==> src/rtl/uart_pkg.sv <==
// uart_pkg: shared definitions for the UART receive packet path.
//   pkt_state_t  - packet parser FSM states
//   err_code_t   - pkt_err cause codes (ERR_LEN/ERR_CHK/ERR_OVF/ERR_TMO)
//   buf_entry_t  - payload buffer entry {last, data}
//   SOF_DEFAULT  - default start-of-frame marker
package uart_pkg;

  typedef enum logic [2:0] {
    S_SOF,
    S_LEN,
    S_PAY,
    S_CHK,
    S_DROP
  } pkt_state_t;

  typedef logic [1:0] err_code_t;

  localparam err_code_t ERR_LEN = 2'd0;
  localparam err_code_t ERR_CHK = 2'd1;
  localparam err_code_t ERR_OVF = 2'd2;
  localparam err_code_t ERR_TMO = 2'd3;

  localparam logic [7:0] SOF_DEFAULT = 8'hA5;

  typedef struct packed {
    logic       last;
    logic [7:0] data;
  } buf_entry_t;

endpackage

==> src/rtl/uart_rx_pkt_buf.sv <==
// uart_rx_pkt_buf: store-and-forward payload buffer with speculative writes.
//   Writes land at wr_spec; the reader only sees rd_ptr..wr_commit. A commit
//   publishes everything written since the last commit, a rewind discards it.
// Ports
//   clk, resetn   clock, synchronous active-low reset
//   i_wr_en       write i_wr_entry at wr_spec, advance wr_spec
//   i_wr_entry    {last,data} entry to write
//   i_commit      wr_commit <= wr_spec
//   i_rewind      wr_spec <= wr_commit (wins over i_wr_en)
//   i_pop         consume head entry (ignored when empty)
//   o_valid       committed data available
//   o_head        entry at rd_ptr
//   o_level       committed, unread entries
//   o_free        entries not occupied by committed or speculative data
module uart_rx_pkt_buf
  import uart_pkg::*;
#(
  parameter int DEPTH = 32,
  localparam int PTR_W = $clog2(DEPTH)
) (
  input  logic           clk,
  input  logic           resetn,
  input  logic           i_wr_en,
  input  buf_entry_t     i_wr_entry,
  input  logic           i_commit,
  input  logic           i_rewind,
  input  logic           i_pop,
  output logic           o_valid,
  output buf_entry_t     o_head,
  output logic [PTR_W:0] o_level,
  output logic [PTR_W:0] o_free
);

  localparam logic [PTR_W:0] LP_DEPTH = (PTR_W+1)'(DEPTH);
  localparam logic [PTR_W:0] LP_ONE   = (PTR_W+1)'(1);

  buf_entry_t     r_mem [DEPTH];
  // Pointers carry one extra wrap bit so full and empty are distinguishable.
  logic [PTR_W:0] r_rd_ptr;
  logic [PTR_W:0] r_wr_commit;
  logic [PTR_W:0] r_wr_spec;
  logic           w_pop;

  assign o_valid = (r_wr_commit != r_rd_ptr);
  assign w_pop   = i_pop & o_valid;
  assign o_head  = r_mem[r_rd_ptr[PTR_W-1:0]];
  assign o_level = r_wr_commit - r_rd_ptr;
  // Uses the registered rd_ptr: a pop this cycle is credited next cycle.
  assign o_free  = LP_DEPTH - (r_wr_spec - r_rd_ptr);

  always_ff @(posedge clk) begin
    if (i_wr_en) r_mem[r_wr_spec[PTR_W-1:0]] <= i_wr_entry;
  end

  always_ff @(posedge clk) begin
    if (!resetn) begin
      r_rd_ptr    <= '0;
      r_wr_commit <= '0;
      r_wr_spec   <= '0;
    end else begin
      if (w_pop)    r_rd_ptr    <= r_rd_ptr + LP_ONE;
      if (i_commit) r_wr_commit <= r_wr_spec;
      if (i_rewind)     r_wr_spec <= r_wr_commit;
      else if (i_wr_en) r_wr_spec <= r_wr_spec + LP_ONE;
    end
  end

endmodule

==> src/rtl/uart_rx_pkt_ctrl.sv <==
// uart_rx_pkt_ctrl: packet sequencer behind the UART byte receiver.
//   Parses [SOF][LEN][LEN payload][CHK] frames (CHK = XOR of LEN and payload),
//   stages payload speculatively and releases it on a valid/ready byte stream
//   only after the checksum matches; bad frames are rewound.
// Optional feature: define UART_RX_PKT_TIMEOUT_EN to abort a frame after
//   TIMEOUT_CYC idle cycles mid-frame (pkt_err, err_code 3).
// Ports
//   clk, resetn         clock, synchronous active-low reset
//   rx_done, rx_data    byte strobe and byte from the UART receiver
//   m_valid/m_data/m_last/m_ready  committed payload byte stream
//   pkt_ok              1-cycle pulse: frame accepted and committed
//   pkt_err, err_code   1-cycle reject pulse; cause held until next reject
//   fifo_level          committed, unread bytes
module uart_rx_pkt_ctrl
  import uart_pkg::*;
#(
  parameter logic [7:0] SOF_BYTE    = SOF_DEFAULT,
  parameter int         MAX_LEN     = 16,
  parameter int         FIFO_DEPTH  = 32,
  parameter int         TIMEOUT_CYC = 1000,
  localparam int        LVL_W       = $clog2(FIFO_DEPTH) + 1
) (
  input  logic             clk,
  input  logic             resetn,
  input  logic             rx_done,
  input  logic [7:0]       rx_data,
  output logic             m_valid,
  output logic [7:0]       m_data,
  output logic             m_last,
  input  logic             m_ready,
  output logic             pkt_ok,
  output logic             pkt_err,
  output logic [1:0]       err_code,
  output logic [LVL_W-1:0] fifo_level
);

  pkt_state_t       r_state;
  logic [7:0]       r_chk;
  logic [7:0]       r_remain;
  logic [8:0]       r_drop;
  logic             r_pkt_ok;
  logic             r_pkt_err;
  err_code_t        r_err_code;

  logic             w_tmo;
  logic             w_byte;
  logic             w_chk_match;
  logic             w_wr_en;
  logic             w_commit;
  logic             w_rewind;
  logic             w_len_bad;
  logic             w_no_room;
  logic [LVL_W-1:0] w_free;
  buf_entry_t       w_wr_entry;
  buf_entry_t       w_head;

`ifdef UART_RX_PKT_TIMEOUT_EN
  localparam int TMO_W = $clog2(TIMEOUT_CYC + 1);
  logic [TMO_W-1:0] r_idle;

  assign w_tmo = (r_state != S_SOF) && (r_idle == TMO_W'(TIMEOUT_CYC));

  always_ff @(posedge clk) begin
    if (!resetn || rx_done || w_tmo || r_state == S_SOF) r_idle <= '0;
    else                                                 r_idle <= r_idle + TMO_W'(1);
  end
`else
  // Timeout disabled: constant-false, a stalled frame waits indefinitely.
  assign w_tmo = (TIMEOUT_CYC < 0);
`endif

  // A byte arriving in the expiry cycle is dropped.
  assign w_byte      = rx_done & ~w_tmo;
  assign w_chk_match = (rx_data == r_chk);
  assign w_len_bad   = (rx_data == 8'd0) || (int'(rx_data) > MAX_LEN);
  assign w_no_room   = int'(w_free) < int'(rx_data);

  assign w_wr_en    = w_byte && (r_state == S_PAY);
  assign w_wr_entry = '{last: (r_remain == 8'd1), data: rx_data};
  assign w_commit   = w_byte && (r_state == S_CHK) && w_chk_match;
  assign w_rewind   = (w_byte && (r_state == S_CHK) && !w_chk_match) || w_tmo;

  uart_rx_pkt_buf #(.DEPTH(FIFO_DEPTH)) u_buf (
    .clk        (clk),
    .resetn     (resetn),
    .i_wr_en    (w_wr_en),
    .i_wr_entry (w_wr_entry),
    .i_commit   (w_commit),
    .i_rewind   (w_rewind),
    .i_pop      (m_ready),
    .o_valid    (m_valid),
    .o_head     (w_head),
    .o_level    (fifo_level),
    .o_free     (w_free)
  );

  assign m_data   = w_head.data;
  assign m_last   = w_head.last;
  assign pkt_ok   = r_pkt_ok;
  assign pkt_err  = r_pkt_err;
  assign err_code = r_err_code;

  always_ff @(posedge clk) begin
    if (!resetn) begin
      r_state    <= S_SOF;
      r_chk      <= '0;
      r_remain   <= '0;
      r_drop     <= '0;
      r_pkt_ok   <= 1'b0;
      r_pkt_err  <= 1'b0;
      r_err_code <= ERR_LEN;
    end else begin
      r_pkt_ok  <= 1'b0;
      r_pkt_err <= 1'b0;
      if (w_tmo) begin
        r_pkt_err  <= 1'b1;
        r_err_code <= ERR_TMO;
        r_state    <= S_SOF;
      end else if (w_byte) begin
        unique case (r_state)
          S_SOF: if (rx_data == SOF_BYTE) r_state <= S_LEN;
          S_LEN: begin
            if (w_len_bad) begin
              r_pkt_err  <= 1'b1;
              r_err_code <= ERR_LEN;
              r_state    <= S_SOF;
            end else if (w_no_room) begin
              // Swallow payload plus checksum so the tail is not reparsed as SOF.
              r_pkt_err  <= 1'b1;
              r_err_code <= ERR_OVF;
              r_drop     <= {1'b0, rx_data} + 9'd1;
              r_state    <= S_DROP;
            end else begin
              r_chk    <= rx_data;
              r_remain <= rx_data;
              r_state  <= S_PAY;
            end
          end
          S_PAY: begin
            r_chk    <= r_chk ^ rx_data;
            r_remain <= r_remain - 8'd1;
            if (r_remain == 8'd1) r_state <= S_CHK;
          end
          S_CHK: begin
            if (w_chk_match) begin
              r_pkt_ok <= 1'b1;
            end else begin
              r_pkt_err  <= 1'b1;
              r_err_code <= ERR_CHK;
            end
            r_state <= S_SOF;
          end
          S_DROP: begin
            r_drop <= r_drop - 9'd1;
            if (r_drop == 9'd1) r_state <= S_SOF;
          end
          default: r_state <= S_SOF;
        endcase
      end
    end
  end

endmodule

==> config.mk <==
export PLATFORM = sky130hd
export DESIGN_NAME = uart_rx_pkt_ctrl
export DESIGN_NICKNAME = d
export VERILOG_FILES = /design/src/rtl/uart_pkg.sv /design/src/rtl/uart_rx_pkt_buf.sv /design/src/rtl/uart_rx_pkt_ctrl.sv
export SDC_FILE = /design/constraint.sdc
export NUM_CORES = 1
export LEC_CHECK = 0
export BUFFER_PORTS_ARGS = -buffer_cell sky130_fd_sc_hd__buf_2
export CORE_MARGIN = 2
export CORE_UTILIZATION = 60
export CTS_CLUSTER_SIZE = 12
export DETAILED_ROUTE_END_ITERATION = 6
export GPL_ROUTABILITY_DRIVEN = 0
export MAX_ROUTING_LAYER = met4
export PLACE_DENSITY = 0.77
export SETUP_SLACK_MARGIN = 0.02
export SLEW_MARGIN = 20
export SYNTH_ARGS = -nofsm -noshare
export SYNTH_HDL_FRONTEND = slang
export SYNTH_SLANG_ARGS = --single-unit
==> constraint.sdc <==
create_clock -name clk -period 4.6 [get_ports clk]
set_input_delay 0.46 -clock clk [delete_from_list [all_inputs] [get_ports clk]]
set_output_delay 0.46 -clock clk [all_outputs]
set_load 0.01 [all_outputs]
# [Yosys cells after proc, flatten, opt, wreduce, memory -nomap -nowiden]
# Memories as Yosys holds them, arrays and structs flattened. A register that Yosys moved wholly into a read port is not among the register bits.
# Cells that the tools add are included.
[classes] addsub=8 magnitude_cmp=2 n_eq_ne=17 n_mux=28 bitwise=2 reduce_logical=18
[op_table] op="case mux 8 bit (2 select lines)" count=2
[op_table] op="2-to-1 mux 9 bit" count=2
[op_table] op="case mux 9 bit (2 select lines)" count=1
[op_table] op="2-to-1 mux 8 bit" count=2
[op_table] op="AND reduction 4 bit" count=4
[op_table] op="2-to-1 mux 3 bit" count=5
[op_table] op="adder 6 x 1 -> 6 bit, second input constant" count=2
[op_table] op="2-to-1 mux 6 bit" count=2
[op_table] op="inequality test 2 bit, second input constant" count=6
[op_table] op="case mux 3 bit (4 select lines)" count=1
[op_table] op="subtractor 6 bit" count=2
[op_table] op="2-to-1 mux 5 bit" count=2
[op_table] op="adder 8 x 1 -> 9 bit, second input constant" count=1
[op_table] op="== test 9 x 1 -> 1 bit, second input constant" count=1
[op_table] op="subtractor 9 x 1 -> 9 bit, second input constant" count=1
[op_table] op="== test 8 x 1 -> 1 bit, second input constant" count=1
[op_table] op="== test 8 bit" count=1
[op_table] op="== test 8 bit, second input constant" count=1
[op_table] op="greater-than comparator 8 x 5 -> 1 bit, second input constant" count=1
[op_table] op="zero test 8 bit" count=1
[op_table] op="< comparator 6 x 8 -> 1 bit" count=1
[op_table] op="nonzero test 2 bit" count=4
[op_table] op="subtractor 8 x 1 -> 8 bit, second input constant" count=1
[op_table] op="bitwise XOR 8 bit" count=1
[op_table] op="18 further kinds" count=29
[word_totals] ff_bits=50 ramBits=288 inputBits=12 out_inout_bits=20 wordCells=86 mem_count=1
[memory_table] name="u_buf.r_mem" words=32 width=9 rd=1 rd_clocked_by_memory_dff=1 wr=1 line_no="uart_rx_pkt_buf.sv:37" rtl="buf_entry_t r_mem [DEPTH];"

# [Depth between registers and ports, before layout]
[depth] depth_word=6 mapped_depth=16 depth_no_buf=15

# [By module]
# Synthesis repeated with hierarchy kept, for this count alone.
[hier_totals] cells_unflattened=948 hier_area_um2=14747.9
[by_module_without_submodules] mod="uart_rx_pkt_buf" instances=1 cells_each=636 area_each_um2=12331.8 seq_area_each_um2=9108.7
[by_module_without_submodules] mod="uart_rx_pkt_ctrl" instances=1 cells_each=312 area_each_um2=2416.1 seq_area_each_um2=640.6

# [Least setup slack after synthesis]
# OpenSTA, ideal clock, no wires.
[synth_path] path_kind="reg2reg" start="register u_buf.r_wr_spec[2]" end="register r_chk[6]" setup_time_ps=101 arrival_ps=3201 required_time_ps=4499 slack_ps=1298 stages_incl_launch_ff=16 n_path_buf=2 synth_period_minus_slack_ps=3302 path_cell_list="dfxtp_1 clkbuf_1 inv_1 ha_1 fa_1 a21o_1 a21oi_1 xnor2_1 ha_1 o21a_1 o211ai_1 a41oi_1 a21oi_2 buf_2 o2111ai_1 o41ai_1"
[synth_via] elab_chain_len=5
[synth_lines] element="start: declaration" line_no="uart_rx_pkt_buf.sv:41" rtl="logic [PTR_W:0] r_wr_spec;"
[synth_lines] element="start signal: assignment" line_no="uart_rx_pkt_buf.sv:63" rtl="if (i_rewind) r_wr_spec <= r_wr_commit;"
[synth_lines] element="start signal: assignment" line_no="uart_rx_pkt_buf.sv:64" rtl="else if (i_wr_en) r_wr_spec <= r_wr_spec + LP_ONE;"
[synth_lines] element="subtractor 6 bit (2 in a row)" line_no="uart_rx_pkt_buf.sv:49" rtl="assign o_free = LP_DEPTH - (r_wr_spec - r_rd_ptr);"
[synth_lines] element="< comparator 6 x 8 -> 1 bit" line_no="uart_rx_pkt_ctrl.sv:76" rtl="assign w_no_room = int'(w_free) < int'(rx_data);"
[synth_lines] element="inequality test 2 bit (no line)"
[synth_lines] element="AND reduction 4 bit (no line)"
[synth_lines] element="end signal: assignment" line_no="uart_rx_pkt_ctrl.sv:134" rtl="r_chk <= rx_data;"
[synth_lines] element="end signal: assignment" line_no="uart_rx_pkt_ctrl.sv:140" rtl="r_chk <= r_chk ^ rx_data;"
[synth_lines] element="end: declaration" line_no="uart_rx_pkt_ctrl.sv:38" rtl="logic [7:0] r_chk;"
# Every way passes these cells.
# A chain may end at the register's enable or synchronous reset.

# [Worst setup path in the final report]
# Ends and elaborated chain as after synthesis.

==> summary by stage <==
Timing
Setup violations remaining at the end of the flow were counted as 0. The setup clock skew after layout is 21.0 ps. The highest clock frequency the design can meet is 259 MHz. At the pin with the least slew margin, the transition time is 1060 ps. The final number of hold-violating endpoints was 0. The worst-case headroom to the max-slew limit is 29.4%.

The portion of the clock cycle consumed by the worst path in the final layout is 84.0%. Setup repair after global routing left no endpoint under its margin. The count of final max-slew check failures is 0. The minimum period implied by the final worst setup slack is 3860 ps. After routing, the total negative slack on setup checks comes to 0 ps.

Drt
The first detailed-routing pass ran for 5 iterations. The final layout contains routed wiring with a total length of about 32 mm. The number of violations reported at the end of detailed-routing iteration 0 is about 900. The number of DRC violations after detailed routing is 0. The detail route stage leaves a number of antenna-violating nets equal to 0. The detailed router placed 8,113 vias in this run. The detail-routed via count per cell is 6.51. In the final routed layout, each cell accounts on average for 25.6 um.

Clock network
The post-cts hold buffer count is 0. The number of gates resized after CTS was 0. The sink count of the clock tree is 343. TritonCTS built the clock tree. At the later pin of the worst-skew pair, clock insertion delay measures 520 ps. The clock transition at the register clock pins on the worst setup and hold paths after CTS is about 60 ps.

The total CTS buffers is 36. The cell chosen for the clock root is clkbuf_16. The H-tree was split into 2 levels. Post-CTS timing repair inserted 0 buffers for setup.

The worst-case clock buffer depth is 3.

Cells and area
The post-layout net count is 949. The storage element area is 9760 um2. The filler cells instantiated in the layout total 1,555. Summing all multi-input logic gate instances after layout gives 4440 um2. The number of inserted diodes is 0. The area added between synthesis and finish is 10.5%.

The share of post-route cells with drive strength above 1 is 20.9%.

Power and ir drop
The peak ir drop on the vdd network is between 0.2 and 0.3 mV. Summed over all cells, the static leakage comes to 5.08 nW. The power density relative to cell area is 383 nW/um2. The clock network power share is 43.8%. Registers are responsible for between 50% and 60% of the overall power. The completed layout was analyzed and its total power is 6.14 mW.

The switching part of the total power is between 10% and 20%. The combinational share of power is 1.6%. The internal portion of the total power is 4.93 mW. For this design the total switching power over the nets is 1.22 mW.

Worst setup path
The required arrival time at the worst endpoint is ~5000 ps. The data arrival at the endpoint of the critical path is 4270 ps. In this design, the stage delay of the slowest critical-path cell is 600 ps. The nature of the critical path endpoint is a register. The number of buffer and inverter stages on the critical path is 2.

The critical path goes through inv_1 -> ha_1 -> fa_1 -> a21o_1 -> a21oi_1 -> xnor2_1 -> ha_1 -> o21a_1 -> o211ai_1 -> a41oi_1 -> a21oi_2 -> buf_4 -> o2111ai_1 -> o41ai_1. The cell family contributing the most delay on the critical path is compound AO/OA/AOI/OAI gates. The maximum fanout along the worst path is 17. The slowest library cell on the worst path is a21oi_2. The setup path with the least slack is of type register to register. STA classifies the critical path startpoint as a register. The library cell appearing most often on the critical path is ha_1.

Synthesis
The net count of the mapped netlist is slightly above 900. After synthesis, the largest family of logic cells by area is multiplexers. The total of warnings raised by yosys is 0. The average instance in the mapped netlist occupies 16.7 um2. The number of standard cells after synthesis is 870. The flip-flop and latch count after synthesis is 343. The synthesized design contains 288 enable-type register cells. The fraction of the mapped netlist area in simple logic gates is roughly 5.5%. The area share of xor/xnor cells in the synthesized design is under 10%. The synthesized netlist occupies a cell area of 14,500 um2.

For this run, asynchronously set or reset flops after synthesis account for 0%. The count of distinct cell types in the synthesized netlist is 57. Multiplexer cells account for between 10% and 20% of the synthesized area. The synthesized netlist devotes 5.01% of its cell area to compound gates. The share of synthesized area occupied by flip-flops and latches is between 60% and 70%.

Among all flip-flop cells after synthesis, the most frequent one is edfxtp_1. The fraction of the mapped netlist area in adder cells is between 2 and 3%.

Status
The run finished with clean final reports.

Floorplanning
The die is 160 um wide. After floorplanning, the core was divided into 56 placement rows. The placeable core region is 23,600 um2. The floorplan step set the die height to 160 um. The initial core utilization is 61.5%.

The die area is 25,500 um2. The I/O pin count is 32.

GRT
The overall track demand over capacity in global routing is a little over a quarter. The leftover overflow at the end of global routing is 0. The initial antenna violation count is 0. The global-route wire length before repair is 49.2 mm. The via count of the first global-routing pass is 7,957. The largest net degree at the start of global routing is 73.

Worst hold path
The worst hold-check path type is input pin to register.

Place
The quantity of I/O buffers inserted on ports is 31. The post-detailed-placement half-perimeter wirelength is 19.2 mm.

Flow run
The reported max-cap violation count is 0.
[worst min-delay path: stages]
cell and delay [ps]:
buf_2 170, nand3_1 90, a21oi_1 60
[final cells by class]
class	count	area share, %
Sequential cell	343	60.8
Inverter	31	0.725
Clock buffer	55	6.45
Timing Repair Buffer	44	1.64
Clock inverter	6	0.281
Tap cell	319	2.49
Multi-Input combinational cell	448	27.7
[cells in the final DEF, fill, tap and decap left out, types with 3 or more instances in the layout]
| master | instances |
|---|---|
| buf_4 | 11 |
| o211ai_1 | 6 |
| mux2i_1 | 7 |
| mux4_2 | 90 |
| clkbuf_1 | 15 |
| a211oi_1 | 6 |
| nand2_1 | 30 |
| inv_1 | 30 |
| ha_1 | 31 |
| a21oi_1 | 27 |
| o21ai_0 | 16 |
| nand3_1 | 18 |
| nand4_1 | 12 |
| clkbuf_16 | 38 |
| mux2_2 | 9 |
| or4_1 | 4 |
| nor4_1 | 3 |
| o2111ai_1 | 9 |
| edfxtp_1 | 288 |
| a21o_1 | 8 |
| xnor2_1 | 29 |
| o41ai_1 | 9 |
| nor3_1 | 9 |
| o31ai_1 | 4 |
| a31oi_1 | 4 |
| nor2_1 | 75 |
| xor2_1 | 3 |
| nand2b_1 | 3 |
| buf_2 | 31 |
| and2_1 | 4 |
| and3_1 | 3 |
| dfxtp_1 | 53 |
[worst paths after layout]
| path | from | cells after the start | slack, ps | endpoint |
|---|---|---|---|---|
| worst max-delay path | u_buf.r_wr_spec[2] | 14 | 740 | r_chk[6] |
| worst min-delay path | rx_done | 3 | 330 | r_state[0] |
| worst max register to register | u_buf.r_wr_spec[2] | 14 | 740 | r_chk[6] |
| worst min register to register | r_remain[7] | 2 | 480 | r_remain[7] |
[synth_stat cells, types with 16 or more instances]
master | n | area share (%)
inv_1 | 30 | 0.78
dfxtp_1 | 55 | 7.6
clkbuf_1 | 29 | 0.75
xnor2_1 | 29 | 1.7
o21ai_0 | 16 | 0.55
nand2_1 | 30 | 0.78
mux4_2 | 90 | 14
ha_1 | 31 | 2.7
a21oi_1 | 27 | 0.93
nand3_1 | 18 | 0.62
nor2_1 | 75 | 1.9
edfxtp_1 | 288 | 60
[layer usage]
| metal | part of all wire (%) | vias up | GRT usage [%] | wire (um) |
|---|---|---|---|---|
| li1 | - | 3516 | - | - |
| met1 | 40 | 4118 | 37.1 | 12800 |
| met2 | 49 | 426 | 40.5 | 15500 |
| met3 | 8.8 | 53 | 6.12 | 2820 |
| met4 | 2.5 | 0 | 7.52 | 812 |
| met5 | 0 | - | - | 0 |
[power groups by stage]
stage	logic (mW)	registers [mW]	clock network, mW
after floorplan	0.0369	3.42	0
after global placement	0.0937	3.42	0
after detailed placement	0.0970	3.42	0
after CTS	0.0981	3.36	2.72
after global routing	0.108	3.35	2.83
final	0.0985	3.36	2.69
[sequential cells by signal (all words and copies together), names as in the netlist, named ones only]
register and count:
r_remain 8, r_chk 8, pkt_err 1, u_buf.r_wr_spec 6, u_buf.r_wr_commit 6, pkt_ok 1
u_buf.r_rd_ptr 6, r_state 3, err_code 2, u_buf.r_mem 288, r_drop 9
[cell families after synthesis]
family	Yosys count
AO/OA/AOI/OAI	106
XOR/XNOR	32
adder cells (fa/ha/maj)	33
buffers and inverters	79
flip-flops	343
multiplexers	106
AND/OR/NAND/NOR	171
[stage by stage]
step | hold WS, ps | setup WS [ps] | util, % | instance area [um2] | cells
3_5_place_dp | 482 | 755 | 63.4 | 15000 | 1184
6_report | 335 | 737 | 68.0 | 16100 | 1246
4_1_cts | 314 | 751 | 68.0 | 16000 | 1245
3_3_place_gp | 460 | 866 | 63.4 | 15000 | 1184
5_1_grt | 346 | 391 | 68.0 | 16100 | 1246
2_1_floorplan | 452 | 1300 | - | 14500 | 870
Note: power is estimated with default switching activity, not from simulation.
